[config.mk]
export PLATFORM = sky130hd
export DESIGN_NAME = cnn_mem_arbiter
export DESIGN_NICKNAME = d
export VERILOG_FILES = /design/src/rtl/cnn_mem_arbiter.sv
export SDC_FILE = /design/constraint.sdc
export NUM_CORES = 1
export LEC_CHECK = 0
export ABC_AREA = 1
export CAP_MARGIN = 20
export CELL_PAD_IN_SITES_DETAIL_PLACEMENT = 0
export CELL_PAD_IN_SITES_GLOBAL_PLACEMENT = 1
export CORE_ASPECT_RATIO = 0.9
export CORE_MARGIN = 2
export CORE_UTILIZATION = 23
export DETAILED_ROUTE_END_ITERATION = 12
export PLACE_DENSITY = 0.74
export SLEW_MARGIN = 25
export SYNTH_ARGS = -nofsm -noshare
export SYNTH_HDL_FRONTEND = slang
export SYNTH_SLANG_ARGS = --single-unit
[constraint.sdc]
create_clock -name clk -period 1.5 [get_ports clk]
set_input_delay 0.3 -clock clk [delete_from_list [all_inputs] [get_ports clk]]
set_output_delay 0.3 -clock clk [all_outputs]
set_load 0.05 [all_outputs]
[src/rtl/cnn_mem_arbiter.sv]
// rtl/cnn_mem_arbiter.sv - round-robin host/engine arbiter for a shared single-port CNN memory
module cnn_mem_arbiter #(
    parameter int ADDR_W    = 8,
    parameter int DATA_W    = 8,
    parameter int MAX_BURST = 16
) (
    input  logic              clk,
    input  logic              reset,
    input  logic              chipselect,
    input  logic              read,
    input  logic              write,
    input  logic [ADDR_W-1:0] address,
    input  logic [DATA_W-1:0] writedata,
    output logic              waitrequest,
    output logic [DATA_W-1:0] readdata,
    output logic              readdatavalid,
    input  logic              eng_req,
    input  logic              eng_we,
    input  logic              eng_lock,
    input  logic [ADDR_W-1:0] eng_addr,
    input  logic [DATA_W-1:0] eng_wdata,
    output logic              eng_gnt,
    output logic [DATA_W-1:0] eng_rdata,
    output logic              eng_rvalid,
    output logic [ADDR_W-1:0] mem_addr,
    output logic              mem_we,
    output logic              mem_re,
    output logic [DATA_W-1:0] mem_wdata,
    input  logic [DATA_W-1:0] mem_rdata
);

    localparam logic [7:0] BURST_LIM = 8'(MAX_BURST);

    typedef enum logic [1:0] {
        OWN_NONE = 2'd0,
        OWN_HOST = 2'd1,
        OWN_ENG  = 2'd2
    } owner_t;

    logic       host_req;
    logic       host_gnt;
    logic       last_eng;
    logic [7:0] burst_cnt;
    owner_t     own_q;
    owner_t     own_d;

    assign host_req    = chipselect & (read | write);
    assign waitrequest = host_req & ~host_gnt;

    always_comb begin
        host_gnt = 1'b0;
        eng_gnt  = 1'b0;
        if (host_req && eng_req) begin
            // a locked engine keeps priority until its burst allowance runs out
            if (eng_lock) begin
                if (burst_cnt < BURST_LIM) eng_gnt = 1'b1;
                else                       host_gnt = 1'b1;
            end else if (last_eng) begin
                host_gnt = 1'b1;
            end else begin
                eng_gnt = 1'b1;
            end
        end else begin
            host_gnt = host_req;
            eng_gnt  = eng_req;
        end
    end

    always_comb begin
        mem_addr  = '0;
        mem_wdata = '0;
        mem_we    = 1'b0;
        mem_re    = 1'b0;
        own_d     = OWN_NONE;
        if (host_gnt) begin
            mem_addr  = address;
            mem_wdata = writedata;
            mem_we    = write;
            mem_re    = read & ~write;
            if (read && !write) own_d = OWN_HOST;
        end else if (eng_gnt) begin
            mem_addr  = eng_addr;
            mem_wdata = eng_wdata;
            mem_we    = eng_we;
            mem_re    = ~eng_we;
            if (!eng_we) own_d = OWN_ENG;
        end
    end

    always_ff @(posedge clk or negedge reset) begin
        if (!reset) begin
            last_eng      <= 1'b1;
            burst_cnt     <= '0;
            own_q         <= OWN_NONE;
            readdata      <= '0;
            readdatavalid <= 1'b0;
            eng_rdata     <= '0;
            eng_rvalid    <= 1'b0;
        end else begin
            if (host_gnt)     last_eng <= 1'b0;
            else if (eng_gnt) last_eng <= 1'b1;

            if (host_gnt || !host_req)
                burst_cnt <= '0;
            else if (eng_gnt && burst_cnt < BURST_LIM)
                burst_cnt <= burst_cnt + 8'd1;

            // own_q tags the read issued last cycle; the valid flops form the second stage
            own_q         <= own_d;
            readdatavalid <= (own_q == OWN_HOST);
            eng_rvalid    <= (own_q == OWN_ENG);
            if (own_q == OWN_HOST) readdata  <= mem_rdata;
            if (own_q == OWN_ENG)  eng_rdata <= mem_rdata;
        end
    end

endmodule

==> flow_summary.ini, run 1 <==
[critical_path]
path_buf_inv = 2
cp-start-kind = flip-flop
critical_path_class = flip-flop to output port
crit_top_cell = nand2_4
reg2reg_depth = 8
crit_chain = nor2_4, nand2_2, nand2_4, nand2_8, buf_16, nand3_4, nand2_4, buf_12
required_ns = 1.20
critPathMaxFanout = 8
cp_num_cells = 8
cpMaxStageDelayCell = dfrtp_1
cp-end-kind = output port
slowest_delay_ns = 0.41
arrival_ns = 1.59
path_delay_family = simple AND/OR/NAND/NOR gates

[cts]
cts_root_buf = clkbuf_8
clk_latency_ns = 0.28
clkSinkCount = 29
cts_tree = yes
htreeDepth = 2
clock_path_buffers = 2
clk_pin_slew_ns = 0.07
cts_buffers = 5

[timing]
fin_crit_ns = 1.89
hold_viol = 0
slew-limit-headroom_pct = 65.8
finClkSkew_ns = 0.00707
fin_ws_ns = -0.389
rsz0062_at_grt = true
finalSetupViolCount = 20
period_share_pct = 126
max_freq_mhz = 529
hold_slack_ns = 0.371
tightest_slew_ns = 0.511
finalMaxSlewViolations = 0

[run_status]
violations = negative setup slack
outcome = finished, violations left

[global_routing]
grt_pass1_vias = 1615
antenna_found_initial = 0
groute.usage.overall_pct = 13.4
grt_first_pass_wirelength_mm = 7.53
grt_max_degree = 30
grt_overflow = 0

[drt]
routed_wl_mm = 4.70
dr.pass1.iters = 4
vias = 1607
wire_per_inst_um = 12.3
drt.antenna.violating_nets = 0
drc = 0
viasPerCell = 4.20
drt_iter0_drc = 48

[synth]
ys_seq_elements = 29
synth_ff_type = dfrtp_1
ys_types = 23
yosysMostFrequentCell = nand2_1
yosys.area.top_type = dfrtp_1
avgSynthCellArea_um2 = 8.14
yosysWarningCount = 0
synthArstFlopShare_pct = 100
ys_seq_area_share_pct = 48.3
syn-num-nets = 234
synth_common_cells = nand2_1 (58), dfrtp_1 (28), inv_1 (26)
synth-edff-count = 0
synth_top_area_share_pct = 46.5
ys_top_cells_by_area = dfrtp_1 (47%), nand2_1 (14%), nand3_2 (6.6%), inv_1 (6.5%), o21ai_0 (5.3%)
synthCells = 185
syn_area_um2 = 1510

[floorplan]
die_area_um2 = 7210
ios = 86
num_rows = 27
chipWidth_um = 89.3
die_y_um = 80.8
initial_core_util_pct = 24.2
core-area_um2 = 6220

[place]
place_congestion = 0.738
hpwl_mm = 3.42
placed_cells = 367
port_buffers = 85
placed_area_um2 = 3040

[pwr]
power.total_uw = 3850
p_leak_uw = 0.00160
powerDensity_nw_per_um2 = 1100
ir_worst_vdd_uv = 428

[layout]
layout.nets = 344
area_growth_pct = 133
stdcell_area_um2 = 3510
drive_gt1_share_pct = 42.9
final_cells = 383
n_antenna_cell = 0

[flow_run]
timing.max_cap.violations = 0

[hold_path]
hold_class = input pin to async pin
## logic make-up after synthesis
family                     Yosys count  share of synthesized area (%)
xor gates and xnor gates             1                          0.582
and+or+nand+nor                    100                           32.6
DFF                                 29                           48.3
AOI/OAI and AO/OA                   21                           7.72
buffers and inverters               33                           10.0
adders and majority gates            1                          0.830
## registers in the layout, summed over array words and instances, names as in the netlist
| register | cells |
|---|---|
| burst_cnt | 8 |
| eng_rdata | 8 |
| own_q | 2 |
| last_eng | 1 |
| readdata | 8 |
| readdatavalid | 1 |
| eng_rvalid | 1 |
## stage by stage
stage                     utilization [%]  worst slack, ns  setup TNS (ns)
after floorplan                         -          -0.0738          -0.583
after CTS                            53.6           -0.360           -6.83
final                                56.4           -0.389           -7.16
after global placement               48.9           -0.457           -9.84
after detailed placement             48.9           -0.512          -11.05
after global routing                 56.4           -0.458           -8.68
## routing by layer
layer  share of wire [%]  GRT usage, %  up-vias
li1                    -             -      807
met1                  41          17.5      753
met2                  53          22.1       44
met3                 6.1          4.47        3
met4                0.45          2.24        0
met5                   0             0        -
## placed cells by master (no fill, tap or decap), types with 2 or more instances in the layout
cell type        count
a21oi_1              3
buf_12              41
buf_16               2
buf_4               15
buf_6                3
bufinv_16            2
clkbuf_8             5
clkdlybuf4s50_1     43
dfrtp_1             28
dlygate4sd2_1        4
inv_1               23
inv_2                3
nand2_1             34
nand2_2             12
nand2_4             14
nand2_8              3
nand3_1              6
nand3_2              7
nand3_4             12
nor2_1               9
nor2_4               2
o21ai_0             16
## final cells by class
type,instances,area (µm²)
tap,87,109
multi-input combinational,124,945
clock inverter,3,65.1
fill,552,2710
sequential,29,727
timing repair buffer,108,1490
clock buffer,5,68.8
inverter,27,104
## final timing paths
| check | startpoint | slack [ns] | end |
|---|---|---|---|
| min reg2reg | own_q[0] | 0.44 | eng_rvalid |
| max in group asynchronous | reset | 0.90 | last_eng |
| min | reset | 0.37 | burst_cnt[1] |
| min in group clk | own_q[0] | 0.44 | eng_rvalid |
| max reg2reg | burst_cnt[5] | 0.15 | burst_cnt[4] |
| max | burst_cnt[5] | -0.39 | mem_addr[3] |
## power by group
group,internal (µW),switching (µW)
Combinational,899,960
Sequential,898,124
Clock,660,308
## timing repair
action,CTS,global route
buffers inserted,4,2
resized for setup,24,29
setup endpoints to repair,20,21
cloned,3,0
pin swaps,5,14
hold buffers,0,0
Note: power is estimated with default switching activity, not from simulation.
==> run 2: changes to the inputs <==
clock period = 1.54 ns   (was 1.5 ns; I/O delays follow)
==> run 2 against run 1 <==
Utilization decreased by 1.4 points. Die area unchanged. Critical endpoint unchanged. Via count decreased by 0.87%. Clock skew decreased by 0.0043 ns. First-iteration DRC count decreased by 21%. Count of clock-buffer cells in the layout increased by 3. Non-clock buffer count increased by 1. Design area decreased by 2.4%. Sequential cell count unchanged. Sequential share of layout area increased by 0.52 points. Clock power decreased by 35%. The run still ends with negative setup slack left.
==> flow_summary.ini, run 2 (same netlist as run 1, synthesis figures left out) <==
[timing]
finalSetupViolCount = 20
fin_ws_ns = -0.369
rsz0062_at_grt = true
setup_tns_ns = -6.96
fin_crit_ns = 1.91
hold_viol = 0
finClkSkew_ns = 0.00280
max_freq_mhz = 524
finalMaxSlewViolations = 0
slew-limit-headroom_pct = 65.8
tightest_slew_ns = 0.512
period_share_pct = 124

[critical_path]
r2r_end = own_q[0]
cp-start-kind = flip-flop
worstReg2RegStart = burst_cnt[5]
slowest_delay_ns = 0.41
critPathMaxFanout = 7
critical_path_class = flip-flop to output port
reg2reg_depth = 8
cp-end-kind = output port
arrival_ns = 1.60
required_ns = 1.23
cpMaxStageDelayCell = dfrtp_1
r2r_slack_ns = 0.19
crit_chain = nor2_4, nand2_2, nand2_4, nand2_8, buf_12, nand3_2, nand2_4, buf_12

[drt]
wire_per_inst_um = 12.4
vias = 1593
viasPerCell = 4.14
dr.pass1.iters = 4
routed_wl_mm = 4.76
drt_iter0_drc = 38
drc = 0
drt.antenna.violating_nets = 0

[layout]
final_cell_mix = clkdlybuf4s50_1 (43), buf_12 (39), nand2_1 (37)
layout.nets = 346
final_common_cell = clkdlybuf4s50_1
top_regs = burst_cnt x8, eng_rdata x8, readdata x8
drive_gt1_share_pct = 41.3
area_growth_pct = 127
n_antenna_cell = 0
final_cells = 385
fin_util_pct = 55.0

[pwr]
ir_worst_vdd_uv = 389
powerDensity_nw_per_um2 = 1000
p_leak_uw = 0.00157
power.total_uw = 3420

[global_routing]
grt_overflow = 0
groute.usage.overall_pct = 13.8
grt_pass1_vias = 1569
grt_max_degree = 19
antenna_found_initial = 0
grt_first_pass_wirelength_mm = 7.56

[cts]
clk_pin_slew_ns = 0.06
cts_buffers = 5
cts_tree = yes
clk_latency_ns = 0.28
cts_root_buf = clkbuf_8
clock_path_buffers = 2
clkSinkCount = 29
htreeDepth = 2

[place]
port_buffers = 85
place_congestion = 0.778
hpwl_mm = 3.40
placed_cells = 367
dp_slack_ns = -0.487

[run_status]
outcome = finished, violations left
violations = negative setup slack

[floorplan]
die_area_um2 = 7210
core-area_um2 = 6220
initial_core_util_pct = 24.2
chipWidth_um = 89.3
ios = 86
num_rows = 27
die_y_um = 80.8

[hold_path]
hold_class = input pin to async pin

[flow_run]
timing.max_cap.violations = 0
## run 2: changes by cell type in the layout (fill, tap and decap cells not counted), moves of 2 or more
cell and change:
bufinv_16 -2, nand3_2 +3, buf_12 -2, nand2_1 +3, buf_6 -2, buf_4 +4, nand3_4 -3, nand2_4 -2
clkbuf_1 +2
## run 2: metrics by stage
| step | cell area [µm²] | hold slack (ns) |
|---|---|---|
| 2_1_floorplan | 1620 | 0.0124 |
| 3_3_place_gp | 3020 | 0.423 |
| 3_5_place_dp | 3020 | 0.424 |
| 4_1_cts | 3320 | 0.355 |
| 5_1_grt | 3420 | 0.368 |
| 6_report | 3420 | 0.357 |
## run 2: cell type report
cell class | count | area (µm²)
clock buffer | 8 | 90.1
fill | 584 | 2800
inverter | 27 | 104
multi-input combinational | 125 | 920
sequential | 29 | 727
tap | 87 | 109
timing repair buffer | 109 | 1470
## run 2: worst max path at each step
stage            startpoint           end  slack, ns  cells past startpoint
3_5_place_dp           read        mem_re      -0.49                      7
5_1_grt        burst_cnt[5]  mem_wdata[0]      -0.44                      8
3_3_place_gp           read   mem_addr[0]      -0.46                      7
6_report       burst_cnt[5]   mem_addr[3]      -0.37                      8
2_1_floorplan  burst_cnt[4]   mem_addr[0]      -0.04                      8
4_1_cts        burst_cnt[4]  mem_wdata[7]      -0.35                      8
## run 2: power by group
part | total, µW | switching, µW | internal, µW
combinational | 1800 | 925 | 875
clock | 629 | 266 | 363
sequential | 995 | 119 | 876
total | 3420 | 1310 | 2110
## run 2: worst max-delay path, delay by kind of cell, from the launching register on
kind | cells | cell delay (ns)
AND/OR/NAND/NOR | 6 | 0.57
flip-flops | 1 | 0.41
buffers and inverters | 2 | 0.32
## run 2: routing by layer
metal  global-route usage (%)  share of wire [%]  wire [µm]
met1                     17.4                 43       2050
met2                     22.7                 50       2390
met3                     4.88                6.3        302
met4                     3.13               0.42         20
met5                        0                  0          0
## run 2: timing repair
action / in CTS / in global routing
pin swaps: 4 / 19
resized for setup: 31 / 15
hold buffers: 0 / 0
cloned: 3 / 1
endpoints found under the hold margin: 0 / 0
setup endpoints to repair: 20 / 20
buffers inserted: 4 / 2
